File: src/rtl/jstk_poll_ctrl.sv
// Joystick poll controller: issues a five-byte frame to an SPI byte engine every POLL_CYCLES.
// Optional macro JSTK_LED_CMD_EN places {6'b100000, LED} in the command byte instead of 8'h00.
module jstk_poll_ctrl #(
  parameter int POLL_CYCLES  = 3000,
  parameter int SS_SETUP     = 2,
  parameter int BYTE_GAP     = 1,
  parameter int BUSY_TIMEOUT = 16
) (
  input  logic       CLK,
  input  logic       RESET_N,
  input  logic       EN,
  input  logic [1:0] LED,
  output logic       SND_REC,
  output logic [7:0] DIN,
  input  logic       BUSY,
  input  logic [7:0] DOUT,
  output logic       SS,
  output logic [9:0] X,
  output logic [9:0] Y,
  output logic [2:0] BTN,
  output logic       DATA_VALID,
  output logic       ERR,
  output logic       ACTIVE
);

  localparam int PW   = (POLL_CYCLES > 1) ? $clog2(POLL_CYCLES) : 1;
  localparam int TMAX = (BUSY_TIMEOUT > SS_SETUP) ?
                        ((BUSY_TIMEOUT > BYTE_GAP) ? BUSY_TIMEOUT : BYTE_GAP) :
                        ((SS_SETUP > BYTE_GAP) ? SS_SETUP : BYTE_GAP);
  localparam int TW   = $clog2(TMAX + 1);

  localparam logic [PW-1:0] POLL_LAST  = PW'(POLL_CYCLES - 1);
  localparam logic [TW-1:0] SETUP_LAST = TW'(SS_SETUP - 1);
  localparam logic [TW-1:0] GAP_LAST   = TW'(BYTE_GAP - 1);
  // WAIT_HI is entered one cycle after REQ, so the timeout fires one count early
  localparam logic [TW-1:0] TMO_LAST   = TW'(BUSY_TIMEOUT - 2);

  typedef enum logic [2:0] {
    IDLE, SETUP, REQ, WAIT_HI, WAIT_LO, GAP, DONE
  } state_t;

  state_t        state_q, state_d;
  logic [PW-1:0] poll_q;
  logic [TW-1:0] tmr_q, tmr_d;
  logic [2:0]    idx_q, idx_d;
  logic [7:0]    sh0_q, sh2_q;
  logic [1:0]    sh1_q, sh3_q;
  logic [9:0]    x_q, y_q;
  logic [2:0]    btn_q;
  logic          dv_q, err_q;
  logic          tick, frame_ok, tmo_hit;
  logic          snd_rec, ss_n;
  logic [7:0]    din;
  logic [7:0]    byte0_req, byte0_hold;

  assign tick     = (poll_q == '0);
  assign frame_ok = (state_q == WAIT_LO) && !BUSY && (idx_q == 3'd4);
  assign tmo_hit  = (state_q == WAIT_HI) && !BUSY && (tmr_q == TMO_LAST);

`ifdef JSTK_LED_CMD_EN
  logic [1:0] led_q;

  always_ff @(posedge CLK) begin
    if ((state_q == REQ) && (idx_q == 3'd0)) led_q <= LED;
  end

  // REQ drives the live LED value; WAIT_HI repeats the value sampled in REQ
  assign byte0_req  = {6'b100000, LED};
  assign byte0_hold = {6'b100000, led_q};
`else
  logic unused_led;
  assign unused_led = ^LED;
  assign byte0_req  = 8'h00;
  assign byte0_hold = 8'h00;
`endif

  always_ff @(posedge CLK) begin
    if (!RESET_N) begin
      poll_q <= '0;
    end else if (poll_q == POLL_LAST) begin
      poll_q <= '0;
    end else begin
      poll_q <= poll_q + 1'b1;
    end
  end

  always_ff @(posedge CLK) begin
    if (!RESET_N) begin
      state_q <= IDLE;
      tmr_q   <= '0;
      idx_q   <= '0;
    end else begin
      state_q <= state_d;
      tmr_q   <= tmr_d;
      idx_q   <= idx_d;
    end
  end

  always_comb begin
    state_d = state_q;
    tmr_d   = tmr_q;
    idx_d   = idx_q;
    case (state_q)
      IDLE: begin
        if (tick && EN) begin
          state_d = SETUP;
          tmr_d   = '0;
          idx_d   = '0;
        end
      end
      SETUP: begin
        if (tmr_q == SETUP_LAST) begin
          state_d = REQ;
          tmr_d   = '0;
        end else begin
          tmr_d = tmr_q + 1'b1;
        end
      end
      REQ: begin
        state_d = WAIT_HI;
        tmr_d   = '0;
      end
      WAIT_HI: begin
        if (BUSY) begin
          state_d = WAIT_LO;
        end else if (tmr_q == TMO_LAST) begin
          state_d = DONE;
        end else begin
          tmr_d = tmr_q + 1'b1;
        end
      end
      WAIT_LO: begin
        if (!BUSY) begin
          if (idx_q == 3'd4) begin
            state_d = DONE;
          end else begin
            state_d = GAP;
            tmr_d   = '0;
          end
        end
      end
      GAP: begin
        if (tmr_q == GAP_LAST) begin
          state_d = REQ;
          idx_d   = idx_q + 3'd1;
        end else begin
          tmr_d = tmr_q + 1'b1;
        end
      end
      DONE:    state_d = IDLE;
      default: state_d = IDLE;
    endcase
  end

  always_comb begin
    snd_rec = 1'b0;
    din     = 8'h00;
    ss_n    = 1'b1;
    case (state_q)
      IDLE: ss_n = 1'b1;
      REQ: begin
        ss_n    = 1'b0;
        snd_rec = 1'b1;
        din     = (idx_q == 3'd0) ? byte0_req : 8'h00;
      end
      WAIT_HI: begin
        ss_n    = 1'b0;
        snd_rec = 1'b1;
        din     = (idx_q == 3'd0) ? byte0_hold : 8'h00;
      end
      default: ss_n = 1'b0;
    endcase
  end

  // Only the bits that reach X/Y are kept for bytes 1 and 3
  always_ff @(posedge CLK) begin
    if ((state_q == WAIT_LO) && !BUSY) begin
      case (idx_q)
        3'd0: sh0_q <= DOUT;
        3'd1: sh1_q <= DOUT[1:0];
        3'd2: sh2_q <= DOUT;
        3'd3: sh3_q <= DOUT[1:0];
        default: ;
      endcase
    end
  end

  // Byte 4 comes straight from DOUT on the edge that enters DONE
  always_ff @(posedge CLK) begin
    if (!RESET_N) begin
      x_q   <= '0;
      y_q   <= '0;
      btn_q <= '0;
      dv_q  <= 1'b0;
      err_q <= 1'b0;
    end else begin
      dv_q <= frame_ok;
      if (frame_ok) begin
        x_q   <= {sh1_q, sh0_q};
        y_q   <= {sh3_q, sh2_q};
        btn_q <= DOUT[2:0];
        err_q <= 1'b0;
      end else if (tmo_hit) begin
        err_q <= 1'b1;
      end
    end
  end

  assign SND_REC    = snd_rec;
  assign DIN        = din;
  assign SS         = ss_n;
  assign ACTIVE     = ~ss_n;
  assign X          = x_q;
  assign Y          = y_q;
  assign BTN        = btn_q;
  assign DATA_VALID = dv_q;
  assign ERR        = err_q;

endmodule
File: config.mk
export PLATFORM = sky130hd
export DESIGN_NAME = jstk_poll_ctrl
export DESIGN_NICKNAME = d
export VERILOG_FILES = /design/src/rtl/jstk_poll_ctrl.sv
export SDC_FILE = /design/constraint.sdc
export NUM_CORES = 1
export LEC_CHECK = 0
export CAP_MARGIN = 20
export CORE_ASPECT_RATIO = 0.75
export CORE_MARGIN = 2
export CORE_UTILIZATION = 42
export CTS_CLUSTER_DIAMETER = 60
export DETAILED_ROUTE_END_ITERATION = 7
export GPL_TIMING_DRIVEN = 0
export PLACE_DENSITY = 0.7
export SLEW_MARGIN = 20
export SYNTH_ARGS = -nofsm -noshare
export SYNTH_HDL_FRONTEND = slang
export SYNTH_SLANG_ARGS = --single-unit
export TNS_END_PERCENT = 10
File: constraint.sdc
create_clock -name CLK -period 1.8 [get_ports CLK]
set_input_delay 0.18 -clock CLK [delete_from_list [all_inputs] [get_ports CLK]]
set_output_delay 0.18 -clock CLK [all_outputs]
set_load 0.05 [all_outputs]
== After elaboration in Yosys (flattened, before gate mapping) ==
Cells that the tools add are included.

* Bits in registers: 68
* Input bits: 14
* Word-level logic and storage cells: 82

* Add/subtract/negate cells: 3
* Equality and inequality tests: 21
* Mux-type cells: 21
* Bitwise gates (word level): 2
* Reduce and logical (&&, ||, !) cells: 22

{| class="wikitable"
|+ Operator list
! operator !! number
|-
| $mux 5 || 7
|-
| $pmux 5 s6 || 1
|-
| $mux 3 || 8
|-
| $pmux 3 s6 || 1
|-
| $ne 2x2->1 const B || 8
|-
| $add 12x1->12 const B || 1
|-
| $eq 12x12->1 const B || 1
|-
| $eq 3x2->1 const B || 4
|-
| $logic_not 12->1 || 1
|-
| $eq 3x3->1 const B || 3
|-
| $reduce_and 2->1 || 4
|-
| $reduce_and 7->1 || 1
|-
| $eq 3x1->1 const B || 2
|-
| $logic_not 3->1 || 2
|-
| $pmux 3 s2 || 1
|-
| $reduce_bool 6->1 || 1
|-
| $reduce_or 2->1 || 3
|-
| $add 5x1->5 const B || 1
|-
| $eq 5x1->1 const B || 1
|-
| $eq 5x4->1 const B || 1
|-
| $logic_and 1x1->1 || 5
|-
| $logic_not 5->1 || 1
|-
| $reduce_and 5->1 || 1
|-
| $add 3x1->3 const B || 1
|-
| 7 further kinds || 9
|}

== Longest topological paths before layout ==
* Word-level depth: 4
* Mapped depth: 7
* Mapped depth without buffers: 7

== Worst setup path after synthesis ==
No wires, ideal clock.

* Kind: register to register
* Start: reg state_q[2]
* End: reg err_q (netlist: ERR)
* Arrival: 1.741 ns
* Setup slack: 0.000 ns
* Cell stages (with the launch flop): 6
* Path buffers: 1
* Period minus slack after synthesis: 1.800 ns
* Cell sequence: dfxtp_1 > clkbuf_1 > nor2b_1 > nand2_1 > nor3_1 > o211a_1

* Cells in the longest elaborated chain, start to end: 4
* Elaborated cells on any way between the ends: 7
* Classes of those cells: 2 x eq/ne; 5 x reduce/logical

{| class="wikitable"
|+ Ends and longest elaborated chain
! element !! line !! source
|-
| start, declared || 42 || <nowiki>state_t state_q, state_d;</nowiki>
|-
| start signal, assigned || 93 || <nowiki>state_q <= state_d;</nowiki>
|-
| $eq 3x3->1 || 57 || <nowiki>assign frame_ok = (state_q == WAIT_LO) && !BUSY && (idx_q == 3'd4);</nowiki>
|-
| $logic_and 1x1->1 (2 in series) || 57 ||
|-
| $reduce_or 2->1 (no source line) || -- ||
|-
| end signal, assigned || 195 || <nowiki>err_q <= 1'b0;</nowiki>
|-
| end signal, assigned || 202 || <nowiki>err_q <= 1'b0;</nowiki>
|-
| end signal, assigned || 204 || <nowiki>err_q <= 1'b1;</nowiki>
|-
| end, declared || 50 || <nowiki>logic dv_q, err_q;</nowiki>
|}

Parallel ways exist; a longest one is shown, timed or not.
A chain may end at the register's enable or synchronous reset.

== Worst setup path after layout ==
* Start: reg poll_q[0]
* End: reg tmr_q[2]

* Cells in the longest elaborated chain, start to end: 4

{| class="wikitable"
|+ Ends and longest elaborated chain
! element !! line !! source
|-
| start, declared || 43 || <nowiki>logic [PW-1:0] poll_q;</nowiki>
|-
| start signal, assigned || 83 || <nowiki>poll_q <= poll_q + 1'b1;</nowiki>
|-
| $logic_not 12->1 || 56 || <nowiki>assign tick = (poll_q == '0);</nowiki>
|-
| $logic_and 1x1->1 || 105 || <nowiki>if (tick && EN) begin</nowiki>
|-
| $ne 2x2->1 (no source line) || -- ||
|-
| $reduce_and 7->1 (no source line) || -- ||
|-
| end signal, assigned || 94 || <nowiki>tmr_q <= tmr_d;</nowiki>
|-
| end, declared || 44 || <nowiki>logic [TW-1:0] tmr_q, tmr_d;</nowiki>
|}

No other way between the ends.

==> results.json <==
{
  "status": "complete, no violations",
  "hold_buffers": 0,
  "setup_viol": 0,
  "slowest_delay_ps": 360,
  "grt_use_total_pct": 16.3,
  "grt_pass1_vias": 2082,
  "cts_buffer_depth": 2,
  "grt_max_degree": 14,
  "period_minus_slack_ps": 1780,
  "critPathTopFamily": "compound AO/OA/AOI/OAI gates",
  "die_area_um2": 7840,
  "drt_iter0_drc": 60,
  "via_per_inst": 4.77,
  "synthDistinctLibCells": 47,
  "ys_warn_count": 0,
  "critical_path.max_fanout": 4,
  "whs_ps": 417,
  "arrival_ps": 2020,
  "vdd_drop_max_uv": 367,
  "placed_area_um2": 3540,
  "max_slew_margin_pct": 65.3,
  "worstMarginPinSlew_ps": 519,
  "yosysMostFrequentCell": "nand2_1",
  "grt_first_pass_wirelength_um": 9870,
  "critical_path_class": "reg2reg",
  "crit_chain": "inv_2 > ha_4 > nor4b_4 > nand4_1 > a211oi_4 > nor2b_2 > a211o_1",
  "cts.sinks": 68,
  "synth-seq-area-share_pct": 52.1,
  "postSynth.topFlopCell": "dfxtp_1",
  "rrSetupSlack_ps": 20,
  "p_total_mw": 3.21,
  "maxCapViolations": 0,
  "critPathRequiredTime_ps": 2040,
  "startpoint_type": "flip-flop",
  "final_cell_area_um2": 3820,
  "synth-edff-count": 20,
  "dieWidth_um": 102,
  "drc": 0,
  "cts_buffers": 9,
  "numPortBuffers": 39,
  "synth_common_cells": "nand2_1, dfxtp_1, nor2_1",
  "root_buffer": "clkbuf_8",
  "endpoint_kind": "flip-flop",
  "overflow": 0,
  "maxSlewViolCount": 0,
  "yosys-top-cells-area": "dfxtp_1, edfxtp_1, nand2_1, a21boi_0, ha_1",
  "io_pins": 50,
  "post-route-util_pct": 55.6,
  "tns_ps": 0,
  "fmax_ghz": 0.562,
  "start_util_pct": 43.7,
  "clk_pin_slew_ps": 80,
  "clock_skew_ps": 9.38,
  "register_area_um2": 1570,
  "finalWeightedCongestion": 0.833,
  "drt.antenna.violating_nets": 0,
  "hold_viol": 0,
  "syn-instance-count": 307,
  "p_leak_nw": 1.40,
  "period_share_pct": 98.9,
  "fillCellCount": 618,
  "yosysTopAreaCellShare_pct": 32.1,
  "worst-path-buf-inv": 1,
  "core_um2": 6860,
  "htree_num_levels": 3,
  "nNetsFinal": 391,
  "grt_setup_unrepaired": "yes",
  "n_antenna_cell": 0,
  "multiInputGateArea_um2": 1360,
  "dr.pass1.iters": 4,
  "syn_to_final_growth_pct": 27.3,
  "dp.final_hpwl_um": 4310,
  "power_density_nw_per_um2": 841,
  "clock_latency_ps": 340,
  "drive_above_1_share_pct": 16.7,
  "wirelength_um": 5970,
  "syn-cell-area_um2": 3000,
  "yosysTopAreaCell": "dfxtp_1",
  "crit_slowest_cell": "dfxtp_4",
  "tritoncts": "yes",
  "antenna_found_initial": 0,
  "num_rows": 26,
  "syn_area_per_cell_um2": 9.77,
  "wl_per_cell_um": 12.7,
  "async_flop_share_pct": 0,
  "hp-class": "in2reg",
  "die_h_um": 77.2,
  "via_count": 2237,
  "synth-seq-cells": 68
}
final timing paths:
kind         startpoint   endpoint  cells after the start
max           poll_q[0]   tmr_q[2]                      7
min             DOUT[7]   sh2_q[7]                      1
max reg2reg   poll_q[0]   tmr_q[2]                      7
min reg2reg   poll_q[0]  poll_q[0]                      1
power by group:
group	internal (mW)	switching (mW)
logic	0.137	0.219
clock network	0.643	0.603
registers	1.59	0.0175
total	2.37	0.840
what timing repair did:
action	4_1_cts	5_1_grt
setup buffers	1	1
setup endpoints to repair	32	56
resized for setup	23	18
pin swaps	2	6
logic make-up after synthesis:
logic type | after synthesis | share of synthesized area (%)
adder cells (fa/ha/maj) | 11 | 4.59
AND/OR/NAND/NOR | 133 | 22.3
multiplexers | 2 | 0.710
XOR/XNOR | 10 | 2.92
buffers and inverters | 33 | 5.34
AO/OA/AOI/OAI | 49 | 11.9
flip-flops | 68 | 52.1
other | 1 | 0.125
state kept, by name, summed over array words and instances (netlist names):
signal / count
idx_q: 3
X: 10
Y: 10
DATA_VALID: 1
sh3_q: 2
sh2_q: 8
tmr_q: 5
sh0_q: 8
BTN: 3
poll_q: 12
sh1_q: 2
state_q: 3
ERR: 1
per-layer routing:
| metal | vias up | part of all wire, % | global-route usage, % |
|---|---|---|---|
| li1 | 1148 | - | - |
| met4 | 0 | 1.4 | 6.35 |
| met3 | 10 | 4.1 | 5.10 |
| met1 | 1035 | 48 | 21.0 |
| met5 | - | 0 | 0 |
| met2 | 44 | 47 | 25.5 |
stage by stage:
step                      setup slack, ps  std cells
after global placement               -240        451
after CTS                           -15.2        468
after detailed placement             -239        451
final                                20.0        469
after global routing                -99.2        469
after floorplan                      66.1        314
cells in the final DEF, fill, tap and decap left out, drive strengths merged, types with 6 or more instances in the layout:
master and instances:
edfxtp 20, nor2b 6, conb 8, nand3 10
o21ai 7, dfxtp 48, a21boi 23, nand2 64
buf 17, and2 6, clkbuf 17, clkdlybuf4s50 36
nor2 22, inv 13, xor2 7, ha 11
nand4 7
final cells by class:
| type | count | share of cell area [%] |
|---|---|---|
| Inverter | 12 | 1.18 |
| Buffer | 21 | 3.21 |
| Sequential cell | 68 | 41.1 |
| Clock buffer | 9 | 3.25 |
| Clock inverter | 7 | 1.97 |
| Timing Repair Buffer | 41 | 10.5 |
| Tap cell | 98 | 3.21 |
| Multi-Input combinational cell | 213 | 35.6 |
No activity file was read; power rests on OpenSTA's default activity.
